### config.mk
export PLATFORM = sky130hd
export DESIGN_NAME = instruction_cycle_controller
export DESIGN_NICKNAME = d
export VERILOG_FILES = /design/src/rtl/control_pkg.sv /design/src/rtl/step_tracker.sv /design/src/rtl/instruction_cycle_controller.sv
export SDC_FILE = /design/constraint.sdc
export NUM_CORES = 1
export LEC_CHECK = 0
export CORE_ASPECT_RATIO = 1.25
export CORE_MARGIN = 3
export CORE_UTILIZATION = 45
export CTS_CLUSTER_DIAMETER = 120
export DETAILED_ROUTE_END_ITERATION = 16
export PLACE_DENSITY = 0.79
export SYNTH_ARGS = -nofsm -noshare
export SYNTH_HDL_FRONTEND = slang
export SYNTH_SLANG_ARGS = --single-unit
### constraint.sdc
create_clock -name clock -period 2.97 [get_ports clock]
set_input_delay 0.594 -clock clock [delete_from_list [all_inputs] [get_ports clock]]
set_output_delay 0.594 -clock clock [all_outputs]
set_load 0.01 [all_outputs]
### src/rtl/control_pkg.sv
// Shared types and constants for the basic-computer instruction-cycle controller.
// Phases, fetch/interrupt strobe bundle and the fixed step positions.
package control_pkg;

  typedef enum logic [2:0] {
    PH_HALTED,
    PH_FETCH,
    PH_DECODE,
    PH_INDIRECT,
    PH_EXECUTE,
    PH_INTERRUPT
  } phase_t;

  typedef struct packed {
    logic ar_load_pc;
    logic ir_load_mem;
    logic pc_inc;
    logic ar_load_ir;
    logic decode_load;
    logic ar_load_mem;
    logic ar_clear;
    logic tr_load_pc;
    logic mem_write_tr;
    logic pc_clear;
    logic ien_clear;
  } cycle_ops_t;

  localparam logic [2:0] OPCODE_REGISTER_IO = 3'd7;
  localparam int STEP_DECODE = 2;
  localparam int STEP_INDIRECT = 3;

endpackage

### src/rtl/step_tracker.sv
// Shadow copy of the sequence counter; flags a timer that is not one-hot,
// disagrees with the shadow step, or is about to wrap.
module step_tracker #(
  parameter int BITS = 4
) (
  input  logic              clock,
  input  logic              reset_n_in,
  input  logic [2**BITS-1:0] timer_in,
  input  logic              sc_clear,
  output logic [BITS-1:0]   step_out,
  output logic              timing_fault
);

  localparam int N = 2**BITS;
  localparam logic [N-1:0] ONE = {{(N-1){1'b0}}, 1'b1};

  logic [N-1:0] expected;
  logic one_hot;
  logic mismatch;
  logic wrap;

  always_comb begin
    expected = ONE << step_out;
    one_hot = (timer_in != '0) &&
              ((timer_in & (timer_in - ONE)) == '0);
    mismatch = (timer_in != expected);
    wrap = (step_out == '1) && !sc_clear;
    timing_fault = !one_hot || mismatch || wrap;
  end

  always_ff @(posedge clock or negedge reset_n_in) begin
    if (!reset_n_in) begin
      step_out <= '0;
    end else if (sc_clear) begin
      step_out <= '0;
    end else begin
      step_out <= step_out + BITS'(1);
    end
  end

endmodule

### src/rtl/instruction_cycle_controller.sv
// Fetch/decode/indirect/execute/interrupt sequencer for the basic computer.
// Owns the S and R flip-flops and drives the sequence-counter clear.
module instruction_cycle_controller
  import control_pkg::*;
#(
  parameter int BITS = 4
) (
  input  logic               clock,
  input  logic               reset_n_in,
  input  logic [2**BITS-1:0] timer_in,
  input  logic [3:0]         opcode_in,
  input  logic               ien_in,
  input  logic               fgi_in,
  input  logic               fgo_in,
  input  logic               start_in,
  input  logic               halt_in,
  input  logic               execute_done_in,
  output logic               sc_clear_out,
  output phase_t             phase_out,
  output logic [BITS-1:0]    step_out,
  output logic               fault_out,
  output cycle_ops_t         ops_out,
  output logic               execute_out
);

  logic s_q;
  logic r_q;
  logic timing_fault;
  logic r_set;
  logic fault_now;

  step_tracker #(.BITS(BITS)) u_step (
    .clock       (clock),
    .reset_n_in  (reset_n_in),
    .timer_in    (timer_in),
    .sc_clear    (sc_clear_out),
    .step_out    (step_out),
    .timing_fault(timing_fault)
  );

  always_comb begin
    ops_out = '0;
    sc_clear_out = 1'b0;
    execute_out = 1'b0;
    unique case (phase_out)
      PH_HALTED: sc_clear_out = 1'b1;
      PH_FETCH: begin
        ops_out.ar_load_pc = timer_in[0];
        ops_out.ir_load_mem = timer_in[1];
        ops_out.pc_inc = timer_in[1];
      end
      PH_DECODE: begin
        ops_out.decode_load = 1'b1;
        ops_out.ar_load_ir = 1'b1;
      end
      PH_INDIRECT: ops_out.ar_load_mem = opcode_in[3];
      PH_EXECUTE: begin
        execute_out = 1'b1;
        sc_clear_out = execute_done_in | halt_in;
      end
      PH_INTERRUPT: begin
        ops_out.ar_clear = timer_in[0];
        ops_out.tr_load_pc = timer_in[0];
        ops_out.mem_write_tr = timer_in[1];
        ops_out.pc_clear = timer_in[1];
        ops_out.pc_inc = timer_in[STEP_DECODE];
        ops_out.ien_clear = timer_in[STEP_DECODE];
        sc_clear_out = timer_in[STEP_DECODE];
      end
      default: sc_clear_out = 1'b1;
    endcase
  end

  always_comb begin
    fault_now = (phase_out != PH_HALTED) && timing_fault;
    r_set = s_q && (phase_out != PH_INTERRUPT) &&
            (step_out >= BITS'(STEP_INDIRECT)) &&
            ien_in && (fgi_in || fgo_in);
  end

  // A timing fault overrides every other event in the same cycle.
  always_ff @(posedge clock or negedge reset_n_in) begin
    if (!reset_n_in) begin
      phase_out <= PH_HALTED;
      s_q <= 1'b0;
      r_q <= 1'b0;
      fault_out <= 1'b0;
    end else if (fault_now) begin
      fault_out <= 1'b1;
      s_q <= 1'b0;
      phase_out <= PH_HALTED;
    end else begin
      if (r_set) r_q <= 1'b1;
      unique case (phase_out)
        PH_HALTED: begin
          if (start_in) begin
            s_q <= 1'b1;
            phase_out <= r_q ? PH_INTERRUPT : PH_FETCH;
          end
        end
        PH_FETCH: begin
          if (timer_in[STEP_DECODE-1]) phase_out <= PH_DECODE;
        end
        PH_DECODE: begin
          if (opcode_in[2:0] == OPCODE_REGISTER_IO)
            phase_out <= PH_EXECUTE;
          else
            phase_out <= PH_INDIRECT;
        end
        PH_INDIRECT: phase_out <= PH_EXECUTE;
        PH_EXECUTE: begin
          if (halt_in) begin
            s_q <= 1'b0;
            phase_out <= PH_HALTED;
          end else if (execute_done_in) begin
            phase_out <= r_q ? PH_INTERRUPT : PH_FETCH;
          end
        end
        PH_INTERRUPT: begin
          if (timer_in[STEP_DECODE]) begin
            r_q <= 1'b0;
            phase_out <= PH_FETCH;
          end
        end
        default: phase_out <= PH_HALTED;
      endcase
    end
  end

endmodule

======== After elaboration in Yosys (flattened, before gate mapping) ========
Cells that the tools add are included.
word-level totals
  output and inout port bits .............. 21
  bits of input ports ..................... 28
  flip-flop bits (word level) ............. 10
cells by class
  shift-type cells ........................ 1
  mux-type cells .......................... 24
  magnitude comparators ................... 1
  eq/ne operators ......................... 14
  add/sub/neg operators ................... 2
  bitwise logic cells ..................... 2
  reductions and logical operators ........ 20
operators by type and width
  operator                                                            count
  two-way mux 3 bit                                                   8
  case mux 3 bit (6 select lines)                                     1
  AND 16 bit                                                          1
  zero test 16 bit                                                    1
  inequality test 16 bit                                              1
  nonzero test 16 bit                                                 1
  << shifter 1 x 4 -> 16 bit (first input constant)                   1
  subtractor 16 x 1 -> 16 bit (second input constant)                 1
  inequality test 3 bit (second input constant)                       5
  equality test 3 bit (second input constant)                         3
  two-way mux 1 bit                                                   8
  logical AND 1 bit                                                   7
  equality test 3 x 2 -> 1 bit (second input constant)                2
  nonzero test 3 bit                                                  2
  two-way mux 5 bit                                                   1
  adder 4 x 1 -> 4 bit (second input constant)                        1
  equality test 4 bit (second input constant)                         1
  greater-or-equal comparator 4 x 2 -> 1 bit (second input constant)  1
  two-way mux 2 bit                                                   2
  two-way mux 4 bit                                                   1
  inequality test 4 bit (second input constant)                       1
  case mux 1 bit (2 select lines)                                     2
  AND reduction 4 bit                                                 1
  equality test 3 x 1 -> 1 bit (second input constant)                1
  other kinds (7)                                                     10

======== Logic depth before layout (Yosys ltp) ========
  word-level depth ........................ 10
  gate-level depth with buffers ........... 9
  depth with buffers taken out ............ 9

======== Modules after synthesis ========
Synthesis repeated with hierarchy kept, for this count alone.
second synthesis, totals
  cells, all modules ...................... 174
  area, all modules ....................... 1347.5 µm²
by module, submodules not included
  module                        times used  area an instance (µm²)  sequential area each (µm²)  cells each
  step_tracker                  1           810.8                   100.1                       106
  instruction_cycle_controller  1           536.8                   150.1                       68

======== Worst setup path before layout ========
Ideal clock, no wire load.
  path type ............................... input -> register
  start ................................... input timer_in[2]
  end ..................................... register r_q
  arrival ................................. 2.605 ns
  stages .................................. 8
  required time ........................... 2.849 ns
  setup time .............................. 0.121 ns
  setup slack ............................. 0.244 ns
  path through ............................ buf_6 > or4_4 > or4b_4 > a211oi_1 > a31oi_2 > nor4b_1 > a21o_1 > a21oi_2
on the way
  word-level cells in the longest chain between the ends .. 8
  elaborated cells on any way between the ends .. 15
  those cells by class .................... add/sub: 1; eq/ne: 1; mux: 3; bitwise: 1; reduce/logical: 9
ends and longest elaborated chain
  element                        line                                 text
  start: declaration             instruction_cycle_controller.sv:10   input logic [2**BITS-1:0] timer_in,
  subtractor 16 x 1 -> 16 bit    step_tracker.sv:25                   ((timer_in & (timer_in - ONE)) == '0);
  AND 16 bit                     step_tracker.sv:25
  zero test 16 bit               step_tracker.sv:25
  logical AND 1 bit              step_tracker.sv:24                   one_hot = (timer_in != '0) &&
  zero test 1 bit                step_tracker.sv:28                   timing_fault = !one_hot || mismatch || wrap;
  logical OR 1 bit (2 in a row)  step_tracker.sv:28
  logical AND 1 bit              instruction_cycle_controller.sv:75   fault_now = (phase_out != PH_HALTED) && timing_fault;
  end signal: assignment         instruction_cycle_controller.sv:86   r_q <= 1'b0;
  end signal: assignment         instruction_cycle_controller.sv:93   if (r_set) r_q <= 1'b1;
  end signal: assignment         instruction_cycle_controller.sv:121  r_q <= 1'b0;
  end: declaration               instruction_cycle_controller.sv:27   logic r_q;
Several ways; a longest one is shown, not always the timed one.
A chain may end at the register's enable or synchronous reset.

======== Final worst setup path ========
  start ................................... input timer_in[6]
  end ..................................... register r_q
on the way
  word-level cells in the longest chain between the ends .. 8
  elaborated cells on any way between the ends .. 10
  those cells by class .................... add/sub: 1; eq/ne: 1; bitwise: 1; reduce/logical: 7
ends and longest elaborated chain
  element                          line
  subtractor 16 x 1 -> 16 bit      step_tracker.sv:25
  AND 16 bit                       step_tracker.sv:25
  zero test 16 bit                 step_tracker.sv:25
  logical AND 1 bit                step_tracker.sv:24
  zero test 1 bit                  step_tracker.sv:28
  logical OR 1 bit * (2 in a row)  step_tracker.sv:28
  logical AND 1 bit *              instruction_cycle_controller.sv:75
Mark *: on every way between the ends. The rest lies on a longest branch, timed or not.

==> flow_summary.ini <==
[synthesis]
synth_top_area_share = 0.189
async_flop_share = 1.00
synth_area_leaders = dfrtp_1 19%, ha_1 5.7%, nor2_1 5.1%
ys_warn_count = 0
synth_edf_count = 0
synth_flop_cell = dfrtp_1
yosysTopAreaCell = dfrtp_1
syn_area_sq_um = 1320
syn_area_per_cell_sq_um = 7.35
synth.distinct_cells = 60
ys_seq_area_frac = 0.189
ys_ff_latch = 10
synthesis.nets = 214
netlist_instances = 180

[pwr]
p_leak_nw = 0.760
peakVddDrop_mv = 0.519
powerDensity_nw_per_um2 = 430

[route]
drt_iter0_markers = 73
vias = 1680
wl_mm = 4.74
routedWlPerCell_um = 17.4
dr.pass1.iters = 4
postRouteAntennaNets = 0
vias_per_cell = 6.18
drc_errors = 0

[global_route]
grt_pass1_vias = 1637
overflow = 0
track_usage = 0.265
top_usage_layer = met2
grt_max_degree = 14
grt_pass1_wl_mm = 7.18
grt.met3_usage = 0.0134
grtUsageMet2 = 0.493
met1_usage = 0.284
antenna_found_initial = 0

[run_status]
outcome = finished clean

[sta]
fin_crit_sh = 0.968
max_freq_ghz = 0.348
finalHoldViolCount = 0
hold_ws_ns = 0.489
tightest_slew_ns = 0.491
finalClockSkew_ns = 0.00414
relSlewSlack = 0.670
slew_viol_final = 0
setup_viol_count_final = 0
timing.final.ws_setup_ns = 0.0952
rsz0062_at_grt = false
tns_ns = 0
post-route-min-period_ns = 2.87

[die]
dieArea_sq_um = 3630
coreArea_sq_um = 2730
initial_utilization = 0.484
ios = 49
die_x_um = 54.5
rows = 21
die_height_um = 66.6

[worst_hold_path]
hp-start = fault_out
hp-class = reg -> reg

[final_layout]
nets = 274
stdcell_count = 272
drive_gt1_frac = 0.189
design_area_sq_um = 2020
area_growth_pct = 52.8
diodes = 0
n_fill_cell = 230

[placed_design]
portBuffers = 48
dp_worst_setup_slack_ns = -0.196
hpwl_mm = 3.59
gp_congestion = 0.900
dp.cells = 269
place_area_sq_um = 1920

[flow_run]
drv_cap = 0

[setup_path]
slowest_stage = or4b_4
crit_family = simple AND/OR/NAND/NOR gates
critPathKind = in -> reg
required_ns = 3.16
cp-startpoint = timer_in[6]
path_buf_inv = 1
start_kind = input pin
critPathArrivalTime_ns = 3.07
path_cells = clkdlybuf4s50_1 > or4_4 > or4b_4 > or3_4 > a31oi_4 > nor4b_1 > a21o_1 > a21oi_2
worstPathMaxFanout = 6
end_kind = register
slowest_delay_ns = 0.61
reg2reg_from = u_step.step_out[0]

[clocking]
cts_htree_levels = 1
clk_pin_slew_worst_paths_ns = 0.06
cts_setup_buffers = 0
tritoncts = yes
clkLatencyLatePin_ns = 0.26
clock_sinks = 10
clockBufferDepth = 2
cts_root_buf = clkbuf_4
cts_made_buffers = 3
placed cells by master, fill, tap and decap left out, types with 3 or more instances in the layout:
cell,instances
clkdlybuf4s50_1,45
a21oi_1,4
dlymetal6s2s_1,3
nand3_1,4
nor2_1,18
dfrtp_1,10
inv_1,11
or2_2,5
ha_1,6
o22ai_1,5
a22oi_1,3
or3_1,4
nor3_1,10
nand2b_1,9
o21ai_0,5
a31oi_1,4
buf_4,17
nand2_1,15
clkbuf_4,3
through the flow:
stage | total power, mW | utilization
after global routing | 0.934 | 0.740
after floorplan | 0.521 | -
after global placement | 0.732 | 0.701
after detailed placement | 0.753 | 0.701
final | 0.870 | 0.740
after CTS | 0.848 | 0.709
sequential cells by signal (all words and copies together) (netlist names):
register / flops
u_step.step_out: 4
phase_out: 3
fault_out: 1
r_q: 1
s_q: 1
path summary, 6_finish.rpt:
| path | endpoint | slack, ns | depth (start not counted) |
|---|---|---|---|
| max | r_q | 0.1 | 8 |
| min | fault_out | 0.49 | 1 |
| max reg2reg | fault_out | 0.20 | 10 |
| min reg2reg | fault_out | 0.49 | 1 |
| max in group asynchronous | u_step.step_out[0] | 2.01 | 1 |
| min in group asynchronous | phase_out[0] | 0.65 | 1 |
synthesized netlist by cell type, types with 3 or more instances:
cell type and instances:
ha_1 6, a22oi_1 3, buf_4 3, a21oi_1 5, nor3_1 10, o22ai_1 5
clkbuf_1 4, inv_1 11, dfrtp_1 10, nand2_1 15, or3_1 5, nand3_1 4
o21ai_0 5, nand2b_1 9, a31oi_1 4, or2_2 5, nor2_1 18
worst register-to-register path, delay by kind of cell, from the launching register on:
kind | cells | cell delay, ns
adder cells (fa/ha/maj) | 2 | 0.54
flip-flops | 1 | 0.44
AO/OA/AOI/OAI | 2 | 0.32
buffers and inverters | 1 | 0.17
AND/OR/NAND/NOR | 5 | 1.19
cells by family (layout without fill, tap and decap cells):
family          Yosys count  after routing  synth area share
compound gates           49             49             0.267
xor+xnor                  2              2            0.0132
fa+ha+maj                 7              7            0.0643
buf+inv                  21             79            0.0756
flops                    10             10             0.189
mux                       2              2            0.0151
simple gates             89             89             0.375
power breakdown:
group          switching (mW)  internal, mW
clock network          0.0427        0.0466
registers              0.0542         0.166
logic                   0.293         0.269
total                   0.389         0.481
routing by layer:
layer | part of all wire | routed length, um
met5 | 0 | 0
met4 | 0.042 | 199
met3 | 0.041 | 192
met2 | 0.53 | 2510
met1 | 0.39 | 1840
cell type report:
type,count,area (sq um),share of cell area
multi-input cells,149,1050,0.519
clock buffers,3,22.5,0.0111
flip-flops and latches,10,250,0.124
well taps,34,42.5,0.0210
inverters,11,41.3,0.0204
repair buffers,65,616,0.304
what timing repair did:
| action | in CTS | in global routing |
|---|---|---|
| gates resized for setup | 0 | 15 |
| endpoints found under the setup margin | 0 | 6 |
| endpoints found under the hold margin | 0 | 0 |
| hold buffers | 0 | 0 |
No activity file was read; power rests on OpenSTA's default activity.
